## config.mk

```make
export PLATFORM = sky130hd
export DESIGN_NAME = mem_stage_flat
export DESIGN_NICKNAME = d
export VERILOG_FILES = /design/src/rtl/musa_pkg.sv /design/src/rtl/mem_stage_if.sv /design/src/rtl/mem_stage_wait_counter.sv /design/src/rtl/mem_stage.sv /design/src/flat_wrapper.sv
export SDC_FILE = /design/constraint.sdc
export NUM_CORES = 1
export LEC_CHECK = 0
export ABC_AREA = 1
export CORE_ASPECT_RATIO = 0.5
export CORE_UTILIZATION = 39
export DETAILED_ROUTE_END_ITERATION = 6
export GPL_TIMING_DRIVEN = 1
export PLACE_DENSITY_LB_ADDON = 0.1
export SYNTH_ARGS = -nofsm -noshare
export SYNTH_HDL_FRONTEND = slang
export SYNTH_SLANG_ARGS = --single-unit
```

## constraint.sdc

```tcl
create_clock -name clock -period 1.4 [get_ports clock]
set_clock_uncertainty 0.15 [all_clocks]
set_input_delay 0.28 -clock clock [delete_from_list [all_inputs] [get_ports clock]]
set_output_delay 0.28 -clock clock [all_outputs]
set_load 0.005 [all_outputs]
```

## src/rtl/musa_pkg.sv

```systemverilog
// Shared MUSA pipeline definitions: memory-stage state encoding, word geometry
// and the alignment check used when accepting loads and stores.
package musa_pkg;

    typedef enum logic [0:0] {
        MEM_IDLE   = 1'b0,
        MEM_ACCESS = 1'b1
    } mem_state_e;

    localparam int unsigned WORD_BYTES = 4;
    localparam logic [31:0] ALIGN_MASK = 32'(WORD_BYTES - 1);

    function automatic logic is_misaligned(input logic [31:0] addr);
        return (addr & ALIGN_MASK) != 32'd0;
    endfunction

endpackage

```

## src/rtl/mem_stage_if.sv

```systemverilog
// Data-memory bus between the MEM stage (master) and the external memory (slave).
interface mem_stage_if;
    logic        mem_req;
    logic        mem_we;
    logic [31:0] mem_addr;
    logic [31:0] mem_wdata;
    logic [31:0] mem_rdata;
    logic        mem_ack;

    modport master (output mem_req, mem_we, mem_addr, mem_wdata,
                    input  mem_rdata, mem_ack);
    modport slave  (input  mem_req, mem_we, mem_addr, mem_wdata,
                    output mem_rdata, mem_ack);
endinterface

```

## src/rtl/mem_stage_wait_counter.sv

```systemverilog
// Wait counter with clear/enable; terminal flags LIMIT-1 cycles counted.
// Shared between the data-memory stage and instruction-fetch timeouts.
module mem_wait_counter #(
    parameter int unsigned LIMIT = 16,
    parameter int unsigned CNT_W = $clog2(LIMIT)
) (
    input  logic clock,
    input  logic reset,
    input  logic clear,
    input  logic enable,
    output logic terminal
);
    logic [CNT_W-1:0] count_q;
    logic [CNT_W-1:0] count_d;

    // Next count: clear dominates enable.
    always_comb begin
        count_d = count_q;
        if (clear) begin
            count_d = '0;
        end else if (enable) begin
            count_d = count_q + CNT_W'(1);
        end else begin
            count_d = count_q;
        end
    end

    // Count register.
    always_ff @(posedge clock) begin
        if (reset) begin
            count_q <= '0;
        end else begin
            count_q <= count_d;
        end
    end

    assign terminal = (count_q == CNT_W'(LIMIT - 1));
endmodule

```

## src/rtl/mem_stage.sv

```systemverilog
// MUSA memory-access stage: word loads/stores over a req/ack bus, pass-through of
// ALU results, misalignment and timeout reporting toward write-back.
module mem_stage
    import musa_pkg::*;
#(
    parameter int unsigned TIMEOUT = 16
) (
    input  logic        clock,
    input  logic        reset,
    input  logic        in_valid,
    input  logic [31:0] in_result,
    input  logic [31:0] in_store_data,
    input  logic        in_mem_read,
    input  logic        in_mem_write,
    input  logic        in_reg_write,
    input  logic [4:0]  in_write_reg,
    output logic        stall,
    mem_stage_if.master mem,
    output logic        wb_valid,
    output logic        wb_reg_write,
    output logic [4:0]  wb_write_reg,
    output logic [31:0] wb_data,
    output logic        misaligned,
    output logic        bus_error
);
    mem_state_e  state_q, state_d;
    logic        mem_req_q, mem_req_d;
    logic        mem_we_q, mem_we_d;
    logic [31:0] mem_addr_q, mem_addr_d;
    logic [31:0] mem_wdata_q, mem_wdata_d;
    logic        lat_reg_write_q, lat_reg_write_d;
    logic [4:0]  lat_write_reg_q, lat_write_reg_d;
    logic        wb_valid_q, wb_valid_d;
    logic        wb_reg_write_q, wb_reg_write_d;
    logic [4:0]  wb_write_reg_q, wb_write_reg_d;
    logic [31:0] wb_data_q, wb_data_d;
    logic        misaligned_q, misaligned_d;
    logic        bus_error_q, bus_error_d;

    logic mem_op_s;
    logic mis_s;
    logic timeout_s;
    logic in_access_s;

    assign mem_op_s    = in_mem_read | in_mem_write;
    assign mis_s       = is_misaligned(in_result);
    assign in_access_s = (state_q == MEM_ACCESS);

    mem_wait_counter #(.LIMIT(TIMEOUT)) u_wait (
        .clock    (clock),
        .reset    (reset),
        .clear    (!in_access_s),
        .enable   (in_access_s && !mem.mem_ack),
        .terminal (timeout_s)
    );

    // State register.
    always_ff @(posedge clock) begin
        if (reset) begin
            state_q <= MEM_IDLE;
        end else begin
            state_q <= state_d;
        end
    end

    // Next-state: ack beats the timeout in the same cycle.
    always_comb begin
        state_d = state_q;
        case (state_q)
            MEM_IDLE: begin
                if (in_valid && mem_op_s && !mis_s) begin
                    state_d = MEM_ACCESS;
                end else begin
                    state_d = MEM_IDLE;
                end
            end
            MEM_ACCESS: begin
                if (mem.mem_ack || timeout_s) begin
                    state_d = MEM_IDLE;
                end else begin
                    state_d = MEM_ACCESS;
                end
            end
            default: state_d = MEM_IDLE;
        endcase
    end

    // Output/latch next values; wb_* fields hold unless a result retires.
    always_comb begin
        mem_we_d        = mem_we_q;
        mem_addr_d      = mem_addr_q;
        mem_wdata_d     = mem_wdata_q;
        lat_reg_write_d = lat_reg_write_q;
        lat_write_reg_d = lat_write_reg_q;
        wb_valid_d      = 1'b0;
        wb_reg_write_d  = wb_reg_write_q;
        wb_write_reg_d  = wb_write_reg_q;
        wb_data_d       = wb_data_q;
        misaligned_d    = 1'b0;
        bus_error_d     = 1'b0;
        mem_req_d       = (state_d == MEM_ACCESS);
        case (state_q)
            MEM_IDLE: begin
                if (in_valid && (!mem_op_s || mis_s)) begin
                    wb_valid_d     = 1'b1;
                    misaligned_d   = mem_op_s;
                    wb_reg_write_d = in_reg_write && !mem_op_s;
                    wb_write_reg_d = in_write_reg;
                    wb_data_d      = in_result;
                end else if (in_valid) begin
                    mem_we_d        = in_mem_write;
                    mem_addr_d      = in_result;
                    mem_wdata_d     = in_store_data;
                    lat_reg_write_d = in_reg_write;
                    lat_write_reg_d = in_write_reg;
                end else begin
                    wb_valid_d = 1'b0;
                end
            end
            MEM_ACCESS: begin
                if (mem.mem_ack) begin
                    wb_valid_d     = 1'b1;
                    wb_reg_write_d = lat_reg_write_q && !mem_we_q;
                    wb_write_reg_d = lat_write_reg_q;
                    wb_data_d      = mem_we_q ? mem_addr_q : mem.mem_rdata;
                end else if (timeout_s) begin
                    wb_valid_d     = 1'b1;
                    bus_error_d    = 1'b1;
                    wb_reg_write_d = 1'b0;
                    wb_write_reg_d = lat_write_reg_q;
                end else begin
                    wb_valid_d = 1'b0;
                end
            end
            default: wb_valid_d = 1'b0;
        endcase
    end

    // Output and latch registers.
    always_ff @(posedge clock) begin
        if (reset) begin
            mem_req_q       <= 1'b0;
            mem_we_q        <= 1'b0;
            mem_addr_q      <= 32'd0;
            mem_wdata_q     <= 32'd0;
            lat_reg_write_q <= 1'b0;
            lat_write_reg_q <= 5'd0;
            wb_valid_q      <= 1'b0;
            wb_reg_write_q  <= 1'b0;
            wb_write_reg_q  <= 5'd0;
            wb_data_q       <= 32'd0;
            misaligned_q    <= 1'b0;
            bus_error_q     <= 1'b0;
        end else begin
            mem_req_q       <= mem_req_d;
            mem_we_q        <= mem_we_d;
            mem_addr_q      <= mem_addr_d;
            mem_wdata_q     <= mem_wdata_d;
            lat_reg_write_q <= lat_reg_write_d;
            lat_write_reg_q <= lat_write_reg_d;
            wb_valid_q      <= wb_valid_d;
            wb_reg_write_q  <= wb_reg_write_d;
            wb_write_reg_q  <= wb_write_reg_d;
            wb_data_q       <= wb_data_d;
            misaligned_q    <= misaligned_d;
            bus_error_q     <= bus_error_d;
        end
    end

    assign stall         = in_access_s;
    assign mem.mem_req   = mem_req_q;
    assign mem.mem_we    = mem_we_q;
    assign mem.mem_addr  = mem_addr_q;
    assign mem.mem_wdata = mem_wdata_q;
    assign wb_valid      = wb_valid_q;
    assign wb_reg_write  = wb_reg_write_q;
    assign wb_write_reg  = wb_write_reg_q;
    assign wb_data       = wb_data_q;
    assign misaligned    = misaligned_q;
    assign bus_error     = bus_error_q;
endmodule
```

## src/flat_wrapper.sv

```systemverilog
// flat-port wrapper written by rule: the top's interface ports become plain ports
module mem_stage_flat import musa_pkg::*;
#(
    parameter int unsigned TIMEOUT = 16
)
  (clock, reset, in_valid, in_result, in_store_data, in_mem_read, in_mem_write, in_reg_write, in_write_reg, stall, wb_valid, wb_reg_write, wb_write_reg, wb_data, misaligned, bus_error, mem_mem_req, mem_mem_we, mem_mem_addr, mem_mem_wdata, mem_mem_rdata, mem_mem_ack);
  mem_stage_if mem_i ();
  input  logic clock;
  input  logic reset;
  input  logic in_valid;
  input  logic [31:0] in_result;
  input  logic [31:0] in_store_data;
  input  logic in_mem_read;
  input  logic in_mem_write;
  input  logic in_reg_write;
  input  logic [4:0] in_write_reg;
  output logic stall;
  output logic wb_valid;
  output logic wb_reg_write;
  output logic [4:0] wb_write_reg;
  output logic [31:0] wb_data;
  output logic misaligned;
  output logic bus_error;
  output wire logic [$bits(mem_i.mem_req)-1:0] mem_mem_req;
  output wire logic [$bits(mem_i.mem_we)-1:0] mem_mem_we;
  output wire logic [$bits(mem_i.mem_addr)-1:0] mem_mem_addr;
  output wire logic [$bits(mem_i.mem_wdata)-1:0] mem_mem_wdata;
  input wire logic [$bits(mem_i.mem_rdata)-1:0] mem_mem_rdata;
  input wire logic [$bits(mem_i.mem_ack)-1:0] mem_mem_ack;
  assign mem_mem_req = mem_i.mem_req;
  assign mem_mem_we = mem_i.mem_we;
  assign mem_mem_addr = mem_i.mem_addr;
  assign mem_mem_wdata = mem_i.mem_wdata;
  assign mem_i.mem_rdata = mem_mem_rdata;
  assign mem_i.mem_ack = mem_mem_ack;
  mem_stage #(.TIMEOUT(TIMEOUT)) u_core (.clock(clock), .reset(reset), .in_valid(in_valid), .in_result(in_result), .in_store_data(in_store_data), .in_mem_read(in_mem_read), .in_mem_write(in_mem_write), .in_reg_write(in_reg_write), .in_write_reg(in_write_reg), .stall(stall), .mem(mem_i), .wb_valid(wb_valid), .wb_reg_write(wb_reg_write), .wb_write_reg(wb_write_reg), .wb_data(wb_data), .misaligned(misaligned), .bus_error(bus_error));
endmodule
```

==> impl_summary.md <==
Run status
The flow ran to the end, but the final reports show violations. The final reports fail on setup timing.

Setup path
The slowest stage of the critical path is the sky130_fd_sc_hd__dfxtp_4 cell. On the worst path, the slowest cell contributes a delay of 0.35 ns. The worst setup path is launched from a flip-flop. The worst reg2reg path endpoint is u_core.mem.mem_addr[24]. STA classifies the critical path endpoint as a flip-flop. The worst register-to-register path has a setup slack of -0.15 ns. The buffering stage count on the worst path with inverters included is 3.

The worst flop-to-flop path startpoint is u_core.mem.mem_req. Walking the worst path, the cells encountered are buf_6 -> nor2_4 -> nand3_4 -> buf_12 -> buf_16 -> o21ai_2 -> a21oi_2. For the worst setup path, the data required time is 1.55 ns. The maximum fanout encountered on the critical timing path is 21.

Data arrives at the worst endpoint at 1.69 ns. The cell family contributing the most delay on the critical path is buffers and inverters. The setup path with the least slack is of type reg2reg. The path depth of the worst reg2reg path is 7.

Routing
The average wire per cell in the routed design is 16.50 µm. After detailed routing, the total wire length is 19.22 mm. The detailed router finished its first iteration with 322 violations.

After detailed routing, the number of remaining DRC violations is 0. The routed layout has 5,822 vias. The vias per cell is 4.997. The detail route stage leaves a number of antenna-violating nets equal to 0.

The pre-antenna-repair detailed-routing pass consisted of 5 iterations.

Power and ir drop
Of the total power, the share spent switching nets is 0.2644. The share of total power dissipated in the clock network is 0.425. The worst supply voltage drop on vdd is 0.7305 mV. The analysis attributes to net switching a power of 2.524 mW. The sequential power share is 0.383. The share of total power dissipated in combinational logic is 0.191. The power per standard cell area is 1039 mW/mm².

For this design the static power due to leakage is 3.970 nW. The total internal power is 7.022 mW.

Die
The floorplan core area is 0.01281 mm². The site row count is 29. The starting utilization of the core area is 0.4041. The die is 164.9 µm wide. In this run the count of I/O pins placed on the die edge is 216. The vertical extent of the die is 83.47 µm. The die covers 0.01377 mm².

Timing
For the pin with the worst max-slew slack, the measured transition is 0.2978 ns. The number of slew-limit violations in the final report is 0. Static timing analysis puts the maximum clock frequency at 0.6459 GHz. The worst hold slack after final layout is 0.1641 ns.

Headroom to the max-slew limit came out at 0.8009. After layout, the worst setup slack is -0.1482 ns. The number of hold violations in the final report is 0. The portion of the clock cycle consumed by the worst path in the final layout is 1.106. The smallest clock period supported by the final layout is computed as 1.548 ns.

Setup repair after global routing could not meet its margin everywhere. The final setup violation count is 110.

Synthesis
For this run, the register share of the synthesized area comes to 0.4525. The post-synthesis instance area is 0.005176 mm². After technology mapping, the gate count stands at 716. In this run, synthesis produced a sequential element count of 117. Ranked by total cell area, the synthesized netlist is headed by sky130_fd_sc_hd__dfxtp_1, sky130_fd_sc_hd__nor2_1, sky130_fd_sc_hd__o21ai_0. The mean instance size in the synthesized netlist is 7.229 µm². The count of unique library cells instantiated by Yosys is 28. sky130_fd_sc_hd__dfxtp_1 takes more of the synthesized area than any other cell.

The post-synth net total is 825. Yosys printed 0 warnings. The fraction of post-synthesis cell area in the top cell type by area is 0.4525.

Global route
The via count of the first global-routing pass is 5,469. The initial antenna violation count is 1. For met2 alone, demand over resource in global routing was 0.4240. The global routing stage identified its most utilized layer as met2. Entering global routing, the biggest net connects 82 pins. For this run, the total global-route usage over all layers was measured as 0.2557. Summed over all layers, the global routing overflow is 0. In the global route stage, met1 resource usage came out at 0.3098. For met3 alone, demand over resource in global routing was 0.08445. The first global-routing pass estimated 27.29 mm of wire.

CTS
Hold repair after CTS inserted 0 buffers. The number of levels in the clock H-tree is 4. The number of clock sinks is 117. Clock latency on the worst-skew pair, taken at its later pin, is 0.41 ns. After clock tree synthesis, the clock-pin slew on the worst setup and hold paths is 0.05 ns.

Counting along the longest clock path gives a buffer depth of 2. The cell chosen for the clock root is sky130_fd_sc_hd__clkbuf_16. The number of buffers added by the clock tree synthesis step is 17. TritonCTS built the clock tree.

Placed design
At the end of routability-driven placement, the weighted congestion stood at 0.7637. Once detailed placement completed, the half-perimeter wirelength came to 11.05 mm. After detailed placement, the design holds a cell count of 1,096. The number of input and output port buffers inserted is 215. The placed instance area is 0.007680 mm².

Worst hold path
The startpoint of the lowest-slack hold path is in_mem_write. The end point of the most critical hold path is u_core.mem.mem_we. The min-delay analysis places its worst path in the category in2reg.

Counting instances, the worst hold path has a depth of 3.

Cells and area
The finished cells cover 0.009191 mm². The library cell used most frequently in the layout, excluding fill and tap cells, is sky130_fd_sc_hd__clkdlybuf4s50_1. In the final layout, the share of cells above drive strength 1 is 0.3843. The number of standard cells in the layout, taps in and fillers out is 1,165.

From synthesis to final layout, the design area changed by 77.57%. In the layout the commonest cells are sky130_fd_sc_hd__clkdlybuf4s50_1, sky130_fd_sc_hd__nand2_1, sky130_fd_sc_hd__nor2_1, sky130_fd_sc_hd__inv_1, sky130_fd_sc_hd__dfxtp_2. The final layout net count is 1,091.

Job
The max-cap check violation count is 0.
==> synthesized netlist by cell type, drive strengths merged <==
cell type,instances
dfxtp,117
nor2,114
ha,1
nand3b,31
nor3,1
o21ai,131
xnor2,1
o22ai,1
o21a,5
nand2,99
xor2,2
nand3,9
clkbuf,20
a21oi,73
clkinv,1
buf,32
inv,78
==> layer usage <==
metal	wire [µm]	up-vias	part of all wire
met3	1514	32	0.079
li1	-	2848	-
met2	8957	206	0.47
met5	0	-	0
met4	346	0	0.018
met1	8406	2736	0.44
==> worst max path at each step <==
stage,startpoint,end,slack (ns),depth (start not counted)
2_1_floorplan,u_core.u_wait.count_q[0],u_core.wb_write_reg[2],0.002,9
3_3_place_gp,in_valid,u_core.mem.mem_addr[14],-0.41,7
3_5_place_dp,in_result[0],u_core.wb_data[14],-0.47,9
4_1_cts,u_core.mem.mem_req,u_core.mem.mem_addr[23],-0.12,6
5_1_grt,u_core.mem.mem_req,u_core.mem.mem_addr[24],-0.18,7
6_report,u_core.mem.mem_req,u_core.mem.mem_addr[24],-0.15,7
==> area by class of cell <==
cell class,instances,area [µm²]
fillers,1012,3617
clock inverters,10,82.58
diodes,1,2.502
multi-input cells,468,2725
well taps,170,212.7
inverters,79,335.3
flip-flops and latches,117,2429
repair buffers,299,2944
clock buffers,21,460.4
==> tightest hold or removal path, delay by kind of cell <==
kind / cells / cell delay [ns]
AO/OA/AOI/OAI: 2 / 0.17
buffers and inverters: 1 / 0.23
==> power groups by stage <==
stage	sequential (mW)	clock, mW	combinational (mW)
6_report	3.66	4.06	1.82
3_3_place_gp	3.71	0	1.50
5_1_grt	3.68	4.26	1.97
2_1_floorplan	3.72	0	0.607
4_1_cts	3.66	4.09	1.59
3_5_place_dp	3.71	0	1.51
==> cell families after synthesis <==
family | share of synthesized area
AND/OR/NAND/NOR | 0.2163
AO/OA/AOI/OAI | 0.2057
buffers and inverters | 0.1180
flip-flops | 0.4525
XOR/XNOR | 0.005077
adder cells (fa/ha/maj) | 0.002417
==> through the flow <==
stage	total power, mW	worst slack [ns]	TNS, ns	utilization
floorplan	4.325	0.001781	0	-
global placement	5.207	-0.4134	-42.99	0.5996
detailed placement	5.228	-0.4749	-46.23	0.5996
CTS	9.343	-0.1205	-7.436	0.6874
global route	9.906	-0.1810	-13.19	0.7176
finish	9.547	-0.1482	-8.576	0.7176
==> repair_timing <==
action                                  CTS  global route
pin swaps                                11            14
gates cloned                              7             8
gates resized for setup                 362           270
endpoints found under the setup margin  188           192
hold endpoints to repair                  0             0
buffers inserted                         17             6
Note: power is estimated with default switching activity, not from simulation.
